==> src/rtl/concatenador_nonce.sv <==
// concatenador_nonce: sweeps a nonce range and presents {entrada, nonce} blocks
// to a downstream hash core through a valid/ready handshake.
// Optional build macro CONCATENADOR_NONCE_BSWAP_EN byte-reverses the nonce
// field of bloque_out (byte 0 of the nonce lands in the field's MSBs).
module concatenador_nonce #(
    parameter int ENTRADA_W = 96,
    parameter int NONCE_W   = 32
) (
    input  logic                         clk,
    input  logic                         reset_L,
    input  logic                         start,
    input  logic [ENTRADA_W-1:0]         entrada,
    input  logic [NONCE_W-1:0]           nonce_start,
    input  logic [NONCE_W-1:0]           nonce_end,
    input  logic                         abort,
    input  logic                         ready_in,
    output logic [ENTRADA_W+NONCE_W-1:0] bloque_out,
    output logic                         valid_out,
    output logic                         last_out,
    output logic                         busy,
    output logic                         done,
    output logic [NONCE_W-1:0]           nonce_actual
);

    typedef enum logic [1:0] {
        IDLE = 2'd0,
        RUN  = 2'd1,
        DONE = 2'd2
    } state_t;

    state_t               state;
    state_t               state_next;
    logic [ENTRADA_W-1:0] entrada_reg;
    logic [NONCE_W-1:0]   nonce_end_reg;
    logic [NONCE_W-1:0]   nonce_cnt;
    logic [NONCE_W-1:0]   nonce_field;
    logic                 accept;
    logic                 handshake;
    logic                 at_end;

    // Reverse byte order so the least significant nonce byte sits first.
    function automatic logic [NONCE_W-1:0] byte_swap(input logic [NONCE_W-1:0] x);
        logic [NONCE_W-1:0] r;
        r = '0;
        for (int i = 0; i < NONCE_W / 8; i++) begin
            r[8*i +: 8] = x[NONCE_W-8-8*i +: 8];
        end
        return r;
    endfunction

    // start is only honoured outside RUN, so a running sweep cannot be hijacked.
    assign accept    = start && (state != RUN);
    assign handshake = valid_out && ready_in;
    assign at_end    = (nonce_cnt == nonce_end_reg);

    assign valid_out    = (state == RUN);
    assign busy         = (state == RUN);
    assign done         = (state == DONE);
    assign last_out     = valid_out && at_end;
    assign nonce_actual = nonce_cnt;

`ifdef CONCATENADOR_NONCE_BSWAP_EN
    assign nonce_field = byte_swap(nonce_cnt);
`else
    assign nonce_field = nonce_cnt;
`endif

    // The block is built purely from registered values, so it cannot move
    // during a stall or follow entrada changes while a sweep is running.
    assign bloque_out = {entrada_reg, nonce_field};

    // State register.
    always_ff @(posedge clk) begin
        if (!reset_L) begin
            state <= IDLE;
        end else begin
            state <= state_next;
        end
    end

    // Next-state logic: a sweep ends on the handshake of the last block or on abort.
    always_comb begin
        state_next = state;
        case (state)
            IDLE: begin
                if (start) begin
                    state_next = RUN;
                end
            end
            RUN: begin
                if (abort || (handshake && at_end)) begin
                    state_next = DONE;
                end
            end
            DONE: begin
                state_next = start ? RUN : IDLE;
            end
            default: begin
                state_next = IDLE;
            end
        endcase
    end

    // Sweep operands: captured on start, counter advances once per transferred block.
    always_ff @(posedge clk) begin
        if (!reset_L) begin
            entrada_reg   <= '0;
            nonce_end_reg <= '0;
            nonce_cnt     <= '0;
        end else if (accept) begin
            entrada_reg   <= entrada;
            nonce_end_reg <= nonce_end;
            nonce_cnt     <= nonce_start;
        end else if (handshake) begin
            nonce_cnt     <= nonce_cnt + 1'b1;
        end
    end

endmodule
==> config.mk <==
export PLATFORM = sky130hd
export DESIGN_NAME = concatenador_nonce
export DESIGN_NICKNAME = d
export VERILOG_FILES = /design/src/rtl/concatenador_nonce.sv
export SDC_FILE = /design/constraint.sdc
export NUM_CORES = 1
export LEC_CHECK = 0
export BUFFER_PORTS_ARGS = -buffer_cell sky130_fd_sc_hd__buf_2
export CORE_AREA = 2 2 129 131
export CTS_BUF_LIST = sky130_fd_sc_hd__clkbuf_4 sky130_fd_sc_hd__clkbuf_8
export CTS_CLUSTER_SIZE = 16
export DETAILED_ROUTE_END_ITERATION = 12
export DIE_AREA = 0 0 131 133
export GPL_TIMING_DRIVEN = 0
export PLACE_DENSITY = 0.74
export SYNTH_ARGS = -nofsm -noshare
export SYNTH_HDL_FRONTEND = slang
export SYNTH_SLANG_ARGS = --single-unit
==> constraint.sdc <==
create_clock -name clk -period 3.93 [get_ports clk]
set_clock_uncertainty 0.2 [all_clocks]
set_input_delay 0.1965 -clock clk [delete_from_list [all_inputs] [get_ports clk]]
set_output_delay 0.1965 -clock clk [all_outputs]
set_load 0.01 [all_outputs]
==> reports/results.txt, run 1 <==
The highest clock rate came out at 353 MHz. The number of clock sinks is 162. During synthesis, Yosys emitted a total of 0 warnings. Counting both buffers and inverters, the worst setup path holds a total of 2. In the routed design, unresolved DRC markers number 0. Setup violations remaining at the end of the flow were counted as 0. After detailed routing, the number of vias per cell comes to 4.99.

The max-slew violation count was 0. The die area is 17400 um2. For this run, the leading register cell type out of synthesis is dfxtp_1.

The most critical setup path has its startpoint at state[0]. The cell family contributing the most delay on the critical path is buffers and inverters. In this run the cell area of the synthesized design comes to 6770 um2.

The top-level I/O count was 329; the worst-case reg-to-reg path depth was 6. The worst setup path is launched from a flip-flop. Yosys mapped a number of flops with a built-in enable equal to 0. The tools report the post-synth net total as 1021.

The most prevalent standard cell on the critical path is nand2_1. The register with the most flip-flops in the layout has 96 of them. Counting the buffers created by CTS gives 17. The number of antenna diodes in the final layout is 0.

The later pin in the worst-skew pair is clocked with a latency of 0.45 ns. The logs give 1256 for the number of filler instances in the final layout and 39 for the distinct cell type count after synthesis. The logs give 1535 for the number of nets in the finished design and 47 for the site row count.

The number of buffers inserted to repair setup after CTS came out at 0. The tools report the wire length of the first global-routing pass as 38800 um. In this run the critical register-to-register path is captured at nonce_actual[1].

The startpoint identified for the worst hold timing path is start. TritonCTS built the clock tree. Maximum single-stage delay on the critical path: 0.60 ns. Setup repair after global routing left no endpoint under its margin. The initial utilization of the core area, before any placement, comes to 41.8%. The worst setup path is of the flip-flop to flip-flop kind.

Summed over all failing endpoints, the final setup total negative slack is 0 ns. In this run the critical register-to-register path is launched from state[0]. Total wirelength of the detailed-routed design: 25700 um. The H-tree was split into 4 levels. The antenna violation net count after detailed routing is 0, and the number of hold violations in the final report is 0. The post-route netlist has 29.5% of its cells at a drive strength greater than 1.

For this run, asynchronously set or reset flops after synthesis account for 0%. After synthesis, the mean cell area works out to 7.91 um2. Along the worst path, the maximum fanout reaches 10.

The initial antenna violation count came out at 0. Power spread over the standard cell area amounts to 387 nW/um2. The static leakage was 4.87 nW; the number of logic stages on the critical path including buffering was 6. The run gives 7858 as the via count of the first global-routing pass.

The master of the slowest instance on the critical path was dlygate4sd3_1. Largest net degree at the start of global routing: 17. Measured along the x axis, the die boundary spans 131 um. The overall via count from detail_route was 7997; the data arrival time of the critical path was 3.03 ns.

Subtracting the final worst setup slack from the clock period gives 2.83 ns. No sink is reached through more buffers than the 2 on the longest clock path. Relative to the synthesized area, the layout overhead comes to 60.0%.

Routability-driven placement finished with a final weighted congestion of 0.872. In this run, synthesis produced a sequential element count of 162. The signal on the critical path passes through nand2b_1 > nand2_1 > clkbuf_1 > nand2_1 > a311oi_1 > dlygate4sd3_1.

The most critical setup path has its endpoint at nonce_actual[1]. Sequential elements use 47.9% of the synthesized area. Registers take 3240 um2. In this run the worst hold path is classified as primary input to flip-flop. Detailed placement finished with a half-perimeter wire length of 16300 um. After detailed placement, the design holds a cell count of 1403.

The run finished with clean final reports. The area of the multi-input gates is 3040 um2. The average detailed-routed wire length per instance is 16.0 um.

The number of standard cells in the final layout excluding fillers is 1602. STA classifies the critical path endpoint as a flip-flop. The slew of the pin with the lowest slew margin is 0.884 ns, and the chip height is 133 um. The run gives 40.6% as the tightest slew margin relative to the limit. The clock tree root buffer cell was clkbuf_8. The core region is 16200 um2. In this run the register-to-register setup slack is 1.10 ns. Highest ir drop seen on vdd: 0.226 mV. STA puts the critical path data required time at 4.12 ns.

The logs give 5 for the number of iterations in the first detailed-routing pass and 28.7% for the combined global-route utilization of all metal layers. Max-cap violations in this run came to 0. The tools report the remaining global-route overflow as 0.

The clock transition at the registers of the reported paths was 0.09 ns; the number of buffers inserted by port buffering was 328. For this block, the initial DRC count from the detailed router was 529. In the finished design, the share of the clock period the worst path needs comes to 72.1%. In the synthesized netlist, the number of instances is 855.
==> where the power goes <==
| part | internal, W | total [W] | switching, W |
|---|---|---|---|
| Combinational | 0.000429 | 0.000866 | 0.000437 |
| Clock | 0.000776 | 0.00144 | 0.000662 |
| Sequential | 0.00176 | 0.00189 | 0.000127 |
| Total | 0.00296 | 0.00419 | 0.00123 |
==> how the worst min path moves through the flow <==
stage / slack (ns) / endpoint / cells after the start
after detailed placement: 0.24 / entrada_reg[26] / 3
final: 0.11 / nonce_actual[17] / 6
after floorplan: 0.13 / state[1] / 2
after global routing: 0.13 / nonce_actual[17] / 6
after global placement: 0.24 / entrada_reg[10] / 3
after CTS: 0.07 / nonce_actual[17] / 6
==> worst reg2reg max path: stages (launching register included) <==
cell and delay (ns):
dfxtp_1 0.46, nand2b_1 0.16, nand2_1 0.39, clkbuf_1 0.56
nand2_1 0.11, a311oi_1 0.30, dlygate4sd3_1 0.60
==> final cells by class <==
type | count | area share, %
clock buffers | 18 | 2.23
well taps | 220 | 2.54
repair buffers | 495 | 30.6
clock inverters | 14 | 2.10
multi-input cells | 598 | 28.1
plain buffers | 90 | 4.31
flip-flops and latches | 162 | 30.0
inverters | 5 | 0.173
==> through the flow <==
stage | total power, W | util, % | cell area (um2) | hold slack, ns | setup slack (ns)
after floorplan | 0.00229 | - | 6770 | 0.127 | 1.90
after global placement | 0.00262 | 53.7 | 8680 | 0.236 | 1.43
after detailed placement | 0.00263 | 53.7 | 8680 | 0.242 | 1.37
after CTS | 0.00418 | 66.9 | 10800 | 0.0698 | 1.15
after global routing | 0.00437 | 66.9 | 10800 | 0.128 | 0.934
final | 0.00419 | 66.9 | 10800 | 0.106 | 1.10
==> logic make-up after synthesis <==
group,Yosys count,synth area share [%]
XOR/XNOR,61,7.90
buffers and inverters,95,7.17
multiplexers,1,0.166
AO/OA/AOI/OAI,184,14.2
flip-flops,162,47.9
AND/OR/NAND/NOR,351,22.4
adder cells (fa/ha/maj),1,0.185
==> timing repair <==
item,in CTS,in global routing
resized for setup,0,0
hold buffers,167,0
hold endpoints to repair,162,0
==> routing by layer <==
metal / up-vias / track usage [%] / part of all wire [%]
li1: 3835 / - / -
met1: 3699 / 32.2 / 39
met2: 388 / 51.0 / 50
met3: 75 / 6.55 / 7.3
met4: 0 / 12.8 / 3.4
met5: - / 0 / 0
==> synthesized netlist by cell type (4+ instances only) <==
cell type  instances  share of area (%)
a211oi_1           9                1.0
a21oi_1          147                 11
and4_1             4               0.52
buf_4             33                3.7
clkbuf_1          51                2.8
dfxtp_1          162                 48
inv_1              5               0.28
nand2_1          270                 15
nand3_1           13               0.96
nand4_1           22                2.0
nor2_1            18                1.0
nor3_1             5               0.37
nor4_1             4               0.37
o21ai_0           23                1.7
xnor2_1           43                5.6
xor2_1            18                2.3
==> layout by cell type (no fill, tap or decap), types with 17 or more instances in the layout <==
cell type and n:
a21oi_1 147, buf_2 330, buf_4 33, clkbuf_1 51, clkbuf_8 17, dfxtp_1 162, dlygate4sd3_1 167, nand2_1 270
nand4_1 22, nor2_1 18, o21ai_0 23, xnor2_1 43, xor2_1 18
No activity file was read; power rests on OpenSTA's default activity.
==> run 2, diff against run 1 <==
==> constraint.sdc (replaced) <==
create_clock -name clk -period 2.8 [get_ports clk]
set_clock_uncertainty 0.2 [all_clocks]
set_input_delay 0.14 -clock clk [delete_from_list [all_inputs] [get_ports clk]]
set_output_delay 0.14 -clock clk [all_outputs]
set_load 0.01 [all_outputs]
==> run 2 against run 1 <==
Register-to-register slack worse by 0.93 ns. Flip-flop and latch count unchanged. Die area unchanged. Cell count is the same. Global-route usage fell by 0.097 points. Non-clock buffer count unchanged. Via count decreased by 0.39%. Worst setup slack worse by 0.93 ns. Count of clock-buffer cells in the layout unchanged. Sequential share of layout area about the same.
==> reports/results.txt, run 2 (synthesis results as in run 1) <==
The net switching power was 0.00171 W (+40%); the highest ir drop seen on vdd was 0.320 mV (+41%). The part of the power in the clock network is 34.2% (about the same), and the static leakage is 4.88 nW (about the same). The utilization after layout was 66.9% (about the same); the area added between synthesis and finish was 60.0% (about the same).

The max-capacitance violation count came out at 0 (unchanged). The setup slack of the worst register-to-register path was 0.16 ns (-0.93 ns). The tools report the remaining global-route overflow as 0 (unchanged). Chip height: 133 um (unchanged). The tools report the total wirelength of the detailed-routed design as 25600 um (-0.23%).

Tightest slew margin relative to the limit: 38.0% (-2.6 points). Type of the setup path with the least slack: flip-flop to flip-flop. The half-perimeter wire length of the detailed placement result is 16300 um (unchanged). The startpoint identified for the worst hold timing path is start. The count of buffering cells on the critical path with inverters included came out at 2 (unchanged). The critical register-to-register path startpoint was nonce_actual[2]. For the minimum hold slack, the log shows 0.0738 ns (-0.0322 ns).

The tools report the critical path launch point type as a flip-flop. The initial standard-cell utilization of the core came out at 41.8% (unchanged). The worst slack after detailed placement was 0.239 ns (-1.13 ns); the share of final-layout standard cells stronger than drive strength 1 was 29.6% (+0.14 points).

The critical path endpoint category is a flip-flop. The number of buffers inserted during clock tree synthesis was 17 (unchanged); the average detailed-routed wire length per instance was 16.0 um (-0.23%). The run gives 0.45 ns (about the same) as the latest clock arrival within the worst-skew pair.

The run gives 3240 um2 (unchanged) as the sequential standard cell area. Traced cell by cell, the critical path runs through clkbuf_2 > xnor2_1 > nand4_1 > nor4_1 > nand2_1 > a22o_1 > dlygate4sd3_1. The logs give 0 (unchanged) for the initial antenna violation count and 0.872 (unchanged) for the weighted congestion reported at the end of routability-driven placement. The class of the worst hold path is primary input to flip-flop.

The area of the multi-input gates is 3040 um2 (unchanged). The flip-flop count of the largest register after layout came out at 96 (unchanged). The most common library cell in the layout ignoring fill and taps is buf_2.

For the core region area, the log shows 16200 um2 (unchanged). Setup repair after global routing left no endpoint under its margin. For the worst path required time, the log shows 2.94 ns (-1.18 ns).

Fraction of power consumed by sequential logic: 45.1% (about the same). The slew of the pin with the lowest slew margin was 0.923 ns (+0.0391 ns); the width of the die was 131 um (unchanged). For the highest clock rate, the log shows 379 MHz (+7.5%). The combined global-route utilization of all metal layers came out at 28.6% (-0.097 points).

The number of clock sinks is 162 (unchanged), and the depth of the worst hold-timing path is 6 (unchanged). The number of iterations in the first detailed-routing pass is 5 (unchanged), and the maximum fanout along the worst path is 6 (-4). The end of the worst hold path was nonce_actual[17].

Terminus of the critical flop-to-flop path: state[0]. The tools report the number of filler instances in the final layout as 1251 (-0.40%). The run gives 0 (unchanged) as the final setup violation count.

The clock transition at the registers of the reported paths came out at 0.09 ns (about the same). The run finished with clean final reports. The top-level I/O count was 329 (unchanged); the placed cell count was 1403 (unchanged). The switching part of the total power was 29.2% (-0.088 points); the worst path setup slack after routing was 0.162 ns (-0.933 ns).

The cell sitting at the root of the clock tree is a clkbuf_8. Leaving out fill and tap cells, the most frequent cells in the layout are buf_2, nand2_1, dlygate4sd3_1. On the critical path the largest part of the delay comes from buffers and inverters. The antenna diode count is 0 (unchanged), and the number of standard cells in the final layout excluding fillers is 1602 (unchanged). The run gives 0 (unchanged) as the antenna violation net count after detailed routing. The largest net degree at the start of global routing was 17 (unchanged).

For the number of nets in the finished design, the log shows 1535 (unchanged). The number of buffers inserted by port buffering came out at 328 (unchanged). For the remaining routing DRC violations, the log shows 0 (unchanged). Overall via count from detail_route: 7966 (-0.39%). Combinational power share: 20.7% (about the same). The run gives 0 (unchanged) as the number of hold violations in the final report. The vias per cell came out at 4.97 (-0.39%). The power density over the cells is 543 nW/um2 (+40%), and the data arrival time of the critical path is 2.78 ns (-0.25 ns). The final critical delay including setup and external delays was 2.64 ns (-0.197 ns); the internal power was 0.00416 W (+40%).

The run gives 0 ns (unchanged) as the setup TNS. The logs give 0 (unchanged) for the number of buffers inserted to repair setup after CTS and 38700 um (-0.20%) for the wire length of the first global-routing pass. The via count of the first global-routing pass is 7845 (-0.17%), and the post-route fraction of the period consumed by the critical path is 94.2% (+22 points). TritonCTS built the clock tree. The die area was 17400 um2 (unchanged); the max-slew violation count was 0 (unchanged). The detailed router's first-iteration violation count is 532 (+0.57%). On the critical path, the stage with the largest delay is an instance of dlygate4sd3_1. The maximum count of clock buffers along a single path is 2 (unchanged). The maximum single-stage delay on the critical path is 0.55 ns (-0.05 ns). The site row count is 47 (unchanged), and the worst-case reg-to-reg path depth is 7 (+1). H-tree depth reported by CTS: 4 (unchanged).
-- run 2: worst register-to-register path, stage by stage, from the launching register on --
cell and delay [ns]:
dfxtp_1 0.36, clkbuf_2 0.20, xnor2_1 0.29, nand4_1 0.12, nor4_1 0.32, nand2_1 0.23
a22o_1 0.26, dlygate4sd3_1 0.55
-- run 2: power groups by stage --
stage	logic [W]	clock network (W)	registers, W
after floorplan	0.000512	0	0.00271
after global placement	0.000983	0	0.00269
after detailed placement	0.000994	0	0.00270
after CTS	0.00118	0.00205	0.00264
after global routing	0.00133	0.00214	0.00267
final	0.00121	0.00201	0.00265
-- run 2: cell type report --
cell class              instances  share of cell area, %
plain buffers                  90                   4.33
clock buffers                  18                   2.23
clock inverters                14                   2.10
inverters                       5                  0.173
multi-input cells             598                   28.1
flip-flops and latches        162                   30.0
well taps                     220                   2.54
repair buffers                495                   30.6
-- run 2: worst max path at each step --
| stage | start | to | slack, ns | cells after the start |
|---|---|---|---|---|
| after CTS | nonce_actual[18] | last_out | 0.18 | 7 |
| after global routing | nonce_actual[18] | state[0] | 0.06 | 7 |
| final | nonce_actual[2] | state[0] | 0.16 | 7 |
| after detailed placement | state[1] | entrada_reg[89] | 0.24 | 7 |
| after floorplan | nonce_actual[12] | nonce_actual[29] | 0.77 | 6 |
| after global placement | nonce_actual[0] | nonce_actual[14] | 0.30 | 6 |
-- run 2: metal layers --
metal,global-route usage [%],wire length [um],vias up
li1,-,-,3839
met1,32.0,9940,3659
met2,51.0,13000,389
met3,6.47,1840,79
met4,12.6,887,0
met5,0,0,-
-- run 2: through the flow --
stage	total power [W]	instance area, um2
after floorplan	0.00322	6770
after global placement	0.00367	8680
after detailed placement	0.00369	8680
after CTS	0.00587	10800
after global routing	0.00614	10800
final	0.00587	10800
-- run 2: repair_timing --
item                       CTS  global route
hold endpoints to repair   162             0
setup endpoints to repair    0             8
hold buffers               167             0
resized for setup            0             4
